## src/rtl/sync_generator.sv

```systemverilog
// Raster timing generator: a pixel-phase divider, horizontal/vertical
// position counters, and one four-region FSM per axis. The FSMs drive the
// display-enable and sync outputs. All outputs are registered and update
// together with the counters, so downstream logic sees a consistent
// position and decode whenever pc_ena reads 0.
//
// state  | meaning
// ACTIVE | visible pixels (h < H_RES) / visible lines (v < V_RES)
// FRONT  | front porch
// SYNC   | sync pulse, hs / vs asserted
// BACK   | back porch; also the reset state, so the first advance opens a frame
module sync_generator #(
    parameter int H_RES   = 640,
    parameter int H_FP    = 16,
    parameter int H_SYNC  = 96,
    parameter int H_BP    = 48,
    parameter int V_RES   = 480,
    parameter int V_FP    = 10,
    parameter int V_SYNC  = 2,
    parameter int V_BP    = 33,
    parameter int PIX_DIV = 3
) (
    input  logic        pclk,
    input  logic        reset,
    input  logic        run,
    output logic [3:0]  pc_ena,
    output logic [11:0] h_count,
    output logic [11:0] v_count,
    output logic        hde,
    output logic        vde,
    output logic        hs,
    output logic        vs,
    output logic        line_start,
    output logic        frame_start
);

    localparam int H_TOTAL = H_RES + H_FP + H_SYNC + H_BP;
    localparam int V_TOTAL = V_RES + V_FP + V_SYNC + V_BP;

    // Last column or line of each region. An FSM leaves a region on the
    // advance that moves the counter past that value.
    localparam logic [11:0] H_ACT_LAST  = 12'(H_RES - 1);
    localparam logic [11:0] H_FP_LAST   = 12'(H_RES + H_FP - 1);
    localparam logic [11:0] H_SYNC_LAST = 12'(H_RES + H_FP + H_SYNC - 1);
    localparam logic [11:0] H_LAST      = 12'(H_TOTAL - 1);

    localparam logic [11:0] V_ACT_LAST  = 12'(V_RES - 1);
    localparam logic [11:0] V_FP_LAST   = 12'(V_RES + V_FP - 1);
    localparam logic [11:0] V_SYNC_LAST = 12'(V_RES + V_FP + V_SYNC - 1);
    localparam logic [11:0] V_LAST      = 12'(V_TOTAL - 1);

    localparam logic [3:0]  PC_LAST     = 4'(PIX_DIV);

    typedef enum logic [1:0] {
        ACTIVE = 2'd0,
        FRONT  = 2'd1,
        SYNC   = 2'd2,
        BACK   = 2'd3
    } region_t;

    logic [3:0]  r_pc;
    logic [11:0] r_h;
    logic [11:0] r_v;
    region_t     r_h_state;
    region_t     r_v_state;
    logic        r_hde;
    logic        r_hs;
    logic        r_vde;
    logic        r_vs;
    logic        r_line_start;
    logic        r_frame_start;

    logic        w_adv;
    logic        w_h_wrap;
    logic        w_v_wrap;

    // A pixel advance happens on the last phase of a pixel. When run is low
    // on that cycle, no advance happens.
    assign w_adv    = run && (r_pc == PC_LAST);
    assign w_h_wrap = w_adv && (r_h == H_LAST);
    assign w_v_wrap = w_h_wrap && (r_v == V_LAST);

    // Pixel phase divider: counts 0..PIX_DIV. It stays at 0 when PIX_DIV is 0.
    always_ff @(posedge pclk) begin
        if (reset) begin
            r_pc <= 4'd0;
        end else if (run) begin
            if (r_pc == PC_LAST) begin
                r_pc <= 4'd0;
            end else begin
                r_pc <= r_pc + 4'd1;
            end
        end
    end

    // Column counter. It starts on the last column so the first advance lands on 0.
    always_ff @(posedge pclk) begin
        if (reset) begin
            r_h <= H_LAST;
        end else if (w_adv) begin
            if (r_h == H_LAST) begin
                r_h <= 12'd0;
            end else begin
                r_h <= r_h + 12'd1;
            end
        end
    end

    // Line counter. It steps once per line wrap and starts on the last line.
    always_ff @(posedge pclk) begin
        if (reset) begin
            r_v <= V_LAST;
        end else if (w_h_wrap) begin
            if (r_v == V_LAST) begin
                r_v <= 12'd0;
            end else begin
                r_v <= r_v + 12'd1;
            end
        end
    end

    // Horizontal region FSM with registered hde/hs. These outputs are updated
    // on the same edge as the column counter.
    always_ff @(posedge pclk) begin
        if (reset) begin
            r_h_state <= BACK;
            r_hde     <= 1'b0;
            r_hs      <= 1'b0;
        end else if (w_adv) begin
            case (r_h_state)
                ACTIVE: begin
                    if (r_h == H_ACT_LAST) begin
                        r_h_state <= FRONT;
                        r_hde     <= 1'b0;
                    end
                end
                FRONT: begin
                    if (r_h == H_FP_LAST) begin
                        r_h_state <= SYNC;
                        r_hs      <= 1'b1;
                    end
                end
                SYNC: begin
                    if (r_h == H_SYNC_LAST) begin
                        r_h_state <= BACK;
                        r_hs      <= 1'b0;
                    end
                end
                BACK: begin
                    if (r_h == H_LAST) begin
                        r_h_state <= ACTIVE;
                        r_hde     <= 1'b1;
                    end
                end
            endcase
        end
    end

    // Vertical region FSM. It has the same structure as the horizontal one
    // and is stepped on each line wrap.
    always_ff @(posedge pclk) begin
        if (reset) begin
            r_v_state <= BACK;
            r_vde     <= 1'b0;
            r_vs      <= 1'b0;
        end else if (w_h_wrap) begin
            case (r_v_state)
                ACTIVE: begin
                    if (r_v == V_ACT_LAST) begin
                        r_v_state <= FRONT;
                        r_vde     <= 1'b0;
                    end
                end
                FRONT: begin
                    if (r_v == V_FP_LAST) begin
                        r_v_state <= SYNC;
                        r_vs      <= 1'b1;
                    end
                end
                SYNC: begin
                    if (r_v == V_SYNC_LAST) begin
                        r_v_state <= BACK;
                        r_vs      <= 1'b0;
                    end
                end
                BACK: begin
                    if (r_v == V_LAST) begin
                        r_v_state <= ACTIVE;
                        r_vde     <= 1'b1;
                    end
                end
            endcase
        end
    end

    // Line and frame strobes. Each one is high for a single pclk, on the
    // cycle where the counters show the new origin.
    always_ff @(posedge pclk) begin
        if (reset) begin
            r_line_start  <= 1'b0;
            r_frame_start <= 1'b0;
        end else begin
            r_line_start  <= w_h_wrap;
            r_frame_start <= w_v_wrap;
        end
    end

    assign pc_ena      = r_pc;
    assign h_count     = r_h;
    assign v_count     = r_v;
    assign hde         = r_hde;
    assign vde         = r_vde;
    assign hs          = r_hs;
    assign vs          = r_vs;
    assign line_start  = r_line_start;
    assign frame_start = r_frame_start;

endmodule

```

## config.mk

```make
export PLATFORM = sky130hd
export DESIGN_NAME = sync_generator
export DESIGN_NICKNAME = d
export VERILOG_FILES = /design/src/rtl/sync_generator.sv
export SDC_FILE = /design/constraint.sdc
export NUM_CORES = 1
export LEC_CHECK = 0
export CORE_MARGIN = 5
export CORE_UTILIZATION = 48
export DETAILED_ROUTE_END_ITERATION = 10
export HOLD_SLACK_MARGIN = 0.03
export PLACE_DENSITY = 0.76
export SLEW_MARGIN = 20
export SYNTH_ARGS = -nofsm -noshare
export SYNTH_HDL_FRONTEND = slang
export SYNTH_SLANG_ARGS = --single-unit
```

## constraint.sdc

```tcl
create_clock -name pclk -period 2.3 [get_ports pclk]
set_input_delay 0.23 -clock pclk [delete_from_list [all_inputs] [get_ports pclk]]
set_output_delay 0.23 -clock pclk [all_outputs]
set_load 0.005 [all_outputs]
```

# Yosys cells after proc, flatten, opt, wreduce, memory -nomap -nowiden
# Index checks and enable logic that the tools add are counted.
[totals] register_bits=38 output_inout_bits=34 input_bits=3
[classes] n_eq_ne=23 add_sub_neg=3 n_mux=25 reduce_logical=15
[ops] operator="$eq A12 B10 Y1 const B" count=5
[ops] operator="$eq A12 B9 Y1 const B" count=3
[ops] operator="$add A12 B1 Y12 const B" count=2
[ops] operator="$mux W12" count=2
[ops] operator="$mux W2" count=8
[ops] operator="$ne A2 B2 Y1 const B" count=8
[ops] operator="$pmux W2 S4" count=2
[ops] operator="$reduce_and A4 Y1" count=4
[ops] operator="$reduce_and A5 Y1" count=2
[ops] operator="$eq A2 B2 Y1 const B" count=4
[ops] operator="$mux W1" count=8
[ops] operator="$pmux W1 S2" count=4
[ops] operator="$reduce_bool A2 Y1" count=4
[ops] operator="$add A4 B1 Y4 const B" count=1
[ops] operator="$eq A2 B1 Y1 const B" count=2
[ops] operator="$eq A4 B2 Y1 const B" count=1
[ops] operator="$logic_not A2 Y1" count=2
[ops] operator="$mux W4" count=1
[ops] operator="$logic_and A1 B1 Y1" count=3

# Logic depth before layout (Yosys ltp)
# Gate-level depths: netlist (run 1).
[depth] word_depth=4 depth_mapped=8

# Worst setup path before layout (run 1)
# Ideal clock, no wire load.
[synth_path] kind="register to register" startpoint="register r_pc[0] (netlist: pc_ena[0])" endpoint="register r_v_state[0]" required_time_ps=2228 stages_incl_launch_ff=8 setup_slack_ps=410 setup_ps=72 t_arrival_ps=1818 path_cell_list="dfxtp_1 > ha_1 > nand2_2 > or3_1 > buf_2 > a2111oi_2 > and3_2 > mux2i_1"
[synth_via] elab_chain_cells=4
[synth_rtl] element="from (decl)" line="61" rtl="logic [3:0] r_pc;"
[synth_rtl] element="from (signal assigned)" line="91" rtl="r_pc <= r_pc + 4'd1;"
[synth_rtl] element="$eq A4 B2 Y1" line="79" rtl="assign w_adv = run && (r_pc == PC_LAST);"
[synth_rtl] element="$logic_and A1 B1 Y1" line="79"
[synth_rtl] element="$logic_and A1 B1 Y1" line="80" rtl="assign w_h_wrap = w_adv && (r_h == H_LAST);"
[synth_rtl] element="$reduce_and A5 Y1 (no line)"
[synth_rtl] element="to (signal assigned)" line="163" rtl="r_v_state <= BACK;"
[synth_rtl] element="to (signal assigned)" line="170" rtl="r_v_state <= FRONT;"
[synth_rtl] element="to (signal assigned)" line="176" rtl="r_v_state <= SYNC;"
[synth_rtl] element="to (decl)" line="65" rtl="region_t r_v_state;"
# No other way between the ends.
# A chain may end at the register's enable or synchronous reset.

# Worst setup path in the final report (run 1)
[layout_path] startpoint="register r_h[1] (netlist: h_count[1])" endpoint="register r_v[5] (netlist: v_count[5])"
[layout_via] elab_chain_cells=2
[layout_rtl] element="from (decl)" line="62" rtl="logic [11:0] r_h;"
[layout_rtl] element="from (signal assigned)" line="104" rtl="r_h <= r_h + 12'd1;"
[layout_rtl] element="$eq A12 B10 Y1" line="80"
[layout_rtl] element="$logic_and A1 B1 Y1" line="80"
[layout_rtl] element="to (signal assigned)" line="117" rtl="r_v <= r_v + 12'd1;"
[layout_rtl] element="to (decl)" line="63" rtl="logic [11:0] r_v;"
# No other way between the ends.

==> results.sh, run 1 <==
export IMPL_drtAntennaViolNets=0
export IMPL_crit_fanout=9
export IMPL_postLayoutSetupSlackWorst_ns=0.198
export IMPL_netlist_instances=250
export IMPL_r2r_slack_ns=0.20
export IMPL_dr_pass1_iters=4
export IMPL_die_w_microns=77.0
export IMPL_grt_pass1_vias=1943
export IMPL_finalSetupViolCount=0
export IMPL_required_ns=2.53
export IMPL_place_gp_congestion=0.908
export IMPL_cts_max_path_buffers=2
export IMPL_crit_path_start_kind="register"
export IMPL_timing_rr_end="v_count[5]"
export IMPL_hold_violations=0
export IMPL_async_reset_ff_frac=0
export IMPL_dp_hpwl_mm=3.95
export IMPL_crit_start="h_count[1]"
export IMPL_yosys_area_top_type="dfxtp_1"
export IMPL_cp_num_cells=6
export IMPL_period_minus_slack_ns=2.10
export IMPL_crit_slowest_cell="or4_1"
export IMPL_worstMarginPinSlew_ns=0.542
export IMPL_cpLargestDelayFamily="simple AND/OR/NAND/NOR gates"
export IMPL_ys_warn_count=0
export IMPL_cts_tree="yes"
export IMPL_track_usage=0.188
export IMPL_status="finished clean"
export IMPL_slew_viol_final=0
export IMPL_antenna_found_initial=0
export IMPL_drtIter0Drc=164
export IMPL_yosysTopAreaCellShare=0.353
export IMPL_vias=1966
export IMPL_cp_num_buf_inv=0
export IMPL_critPathArrivalTime_ns=2.34
export IMPL_syn_nets=269
export IMPL_postCtsSetupRepairBufs=0
export IMPL_synth_edf_count=0
export IMPL_cpPeakStageDelay_ns=0.49
export IMPL_coreArea_sq_um=4350
export IMPL_critPathCaptureType="register"
export IMPL_root_buffer="clkbuf_8"
export IMPL_io_buffer_count=36
export IMPL_holdCritPathClass="register to register"
export IMPL_die_h_microns=77.0
export IMPL_grt_ovfl_total=0
export IMPL_max_cap_violations=0
export IMPL_cts_sinks=38
export IMPL_power_density_nw_per_um2=477
export IMPL_area_growth_pct=25.5
export IMPL_p_leak_nw=0.996
export IMPL_place_ws_ns=0.165
export IMPL_final_core_util=0.622
export IMPL_reg2regPathDepth=6
export IMPL_clk_latency_ns=0.30
export IMPL_die_area_sq_um=5930
export IMPL_h_tree_depth=2
export IMPL_crit_chain="ha_1, and4bb_2, and4_4, nand3_4, or4_1, a21oi_1"
export IMPL_wirelength_mm=5.34
export IMPL_clk_pin_slew_ns=0.08
export IMPL_rsz0062_at_grt="false"
export IMPL_viasPerCell=5.68
export IMPL_ys_flop_type="dfxtp_1"
export IMPL_drive_gt1_frac=0.122
export IMPL_rows=24
export IMPL_grt_max_degree=22
export IMPL_grt_pass1_wl_mm=9.07
export IMPL_synth_cell_types=52
export IMPL_io_pins=37
export IMPL_holdBufCountCts=0
export IMPL_cts_resized=0
export IMPL_cts_buffers_inserted=5
export IMPL_crit_type="register to register"
export IMPL_ys_top_cells_by_area="dfxtp_1, ha_1, a21oi_1"
export IMPL_fmax_mhz=476
export IMPL_finalSetupTns_ns=0
export IMPL_netlist_area_sq_um=2160
export IMPL_finalClockSkew_ns=0.0115
export IMPL_slew_headroom=0.635
export IMPL_diodes=0
export IMPL_peakVddDrop_mv=0.445
export IMPL_drc=0
export IMPL_worstSetupEndpoint="v_count[5]"
export IMPL_yosysSeqAreaShare=0.353
export IMPL_ys_ff_latch=38
export IMPL_layout_nets=312
export IMPL_wl_per_cell_microns=15.4
export IMPL_syn_area_per_cell_sq_um=8.63
export IMPL_initial_utilization=0.495
export IMPL_fin_crit_sh=0.914
export IMPL_r2r_start="h_count[1]"
[cell usage after synthesis, drive strengths merged, types with 2 or more instances]
| library cell | number |
|---|---|
| nand4 | 9 |
| clkbuf | 6 |
| nand2 | 17 |
| dfxtp | 38 |
| buf | 5 |
| a211oi | 2 |
| nand3 | 13 |
| inv | 12 |
| a21oi | 18 |
| and4 | 2 |
| a31oi | 3 |
| nor3b | 2 |
| and4bb | 4 |
| xor2 | 4 |
| and3b | 2 |
| and2 | 5 |
| nand3b | 2 |
| mux2i | 4 |
| nor3 | 12 |
| ha | 16 |
| xnor2 | 6 |
| nand2b | 2 |
| and3 | 4 |
| o21ai | 15 |
| o31ai | 2 |
| nor2 | 21 |
| or3 | 6 |
| o311ai | 2 |
| or4 | 2 |
[layout make-up]
class,count,area (sq um)
well taps,52,65.1
clock inverters,2,12.5
inverters,12,45.0
clock buffers,6,82.6
fillers,382,1650
flip-flops and latches,38,761
repair buffers,47,443
multi-input cells,189,1300
[registers in the layout, indices dropped and copies added (netlist names)]
| register | count |
|---|---|
| line_start | 1 |
| frame_start | 1 |
| hs | 1 |
| h_count | 12 |
| r_v_state | 2 |
| v_count | 12 |
| vs | 1 |
| vde | 1 |
| pc_ena | 4 |
| r_h_state | 2 |
| hde | 1 |
[power by group]
part	leakage, nW	internal (mW)	switching, mW
clock network	0.0472	0.241	0.249
registers	0.307	0.668	0.0125
logic	0.641	0.0569	0.0629
total	0.996	0.966	0.325
[metal layers]
metal / routed length, microns / vias up / global-route usage
met2: 2720 / 54 / 0.326
li1: - / 985 / -
met3: 242 / 8 / 0.0539
met5: 0 / - / 0
met4: 84 / 0 / 0.0687
met1: 2290 / 919 / 0.218
[metrics by stage]
stage | instance area (sq um) | total power [mW] | hold slack, ns | instances
3_5_place_dp | 2610 | 0.816 | 0.468 | 338
6_report | 2710 | 1.29 | 0.495 | 346
5_1_grt | 2710 | 1.35 | 0.519 | 346
3_3_place_gp | 2610 | 0.812 | 0.457 | 338
4_1_cts | 2710 | 1.30 | 0.475 | 346
2_1_floorplan | 2160 | 0.767 | 0.455 | 250
[kinds of logic after synthesis]
logic type      Yosys count  share of synthesized area
fa+ha+maj                16                     0.0928
compound gates           49                      0.137
simple gates            109                      0.307
buf+inv                  23                     0.0452
xor+xnor                 10                     0.0406
flops                    38                      0.353
mux                       5                     0.0238
[placed cells by master, fill, tap and decap left out, drive strengths merged, types with 2 or more instances in the layout]
cell	n
or4	2
dfxtp	38
nor2	21
and2	5
and4	2
a211oi	2
and4bb	4
mux2i	4
nor3b	2
nand3b	2
nor3	12
buf	11
xor2	4
inv	12
ha	16
or3	6
nand2	17
and3b	2
o31ai	2
o21ai	15
xnor2	6
a21oi	18
clkdlybuf4s50	36
and3	4
a31oi	3
nand2b	2
nand3	13
o311ai	2
clkbuf	6
nand4	9
[worst register-to-register path: stages, from the launching register on]
cell and delay [ns]:
dfxtp_1 0.41, ha_1 0.27, and4bb_2 0.31, and4_4 0.27, nand3_4 0.12, or4_1 0.49, a21oi_1 0.17
[how the worst min path moves through the flow]
stage | depth (start not counted) | start | endpoint
2_1_floorplan | 2 | vde | vde
3_5_place_dp | 2 | vde | vde
5_1_grt | 2 | vde | vde
6_report | 2 | vde | vde
4_1_cts | 2 | vde | vde
3_3_place_gp | 2 | vde | vde
No activity file was read; power rests on OpenSTA's default activity.
==> inputs of run 2 (changes only) <==
--- a/config.mk
+++ b/config.mk
@@ -10,6 +10,7 @@
 export DETAILED_ROUTE_END_ITERATION = 10
 export HOLD_SLACK_MARGIN = 0.03
 export PLACE_DENSITY = 0.76
+export SKIP_LAST_GASP = 1
 export SLEW_MARGIN = 20
 export SYNTH_ARGS = -nofsm -noshare
 export SYNTH_HDL_FRONTEND = slang
==> results of run 2 <==
Same layout as run 1: the final DEF is identical, and so are final timing and power.
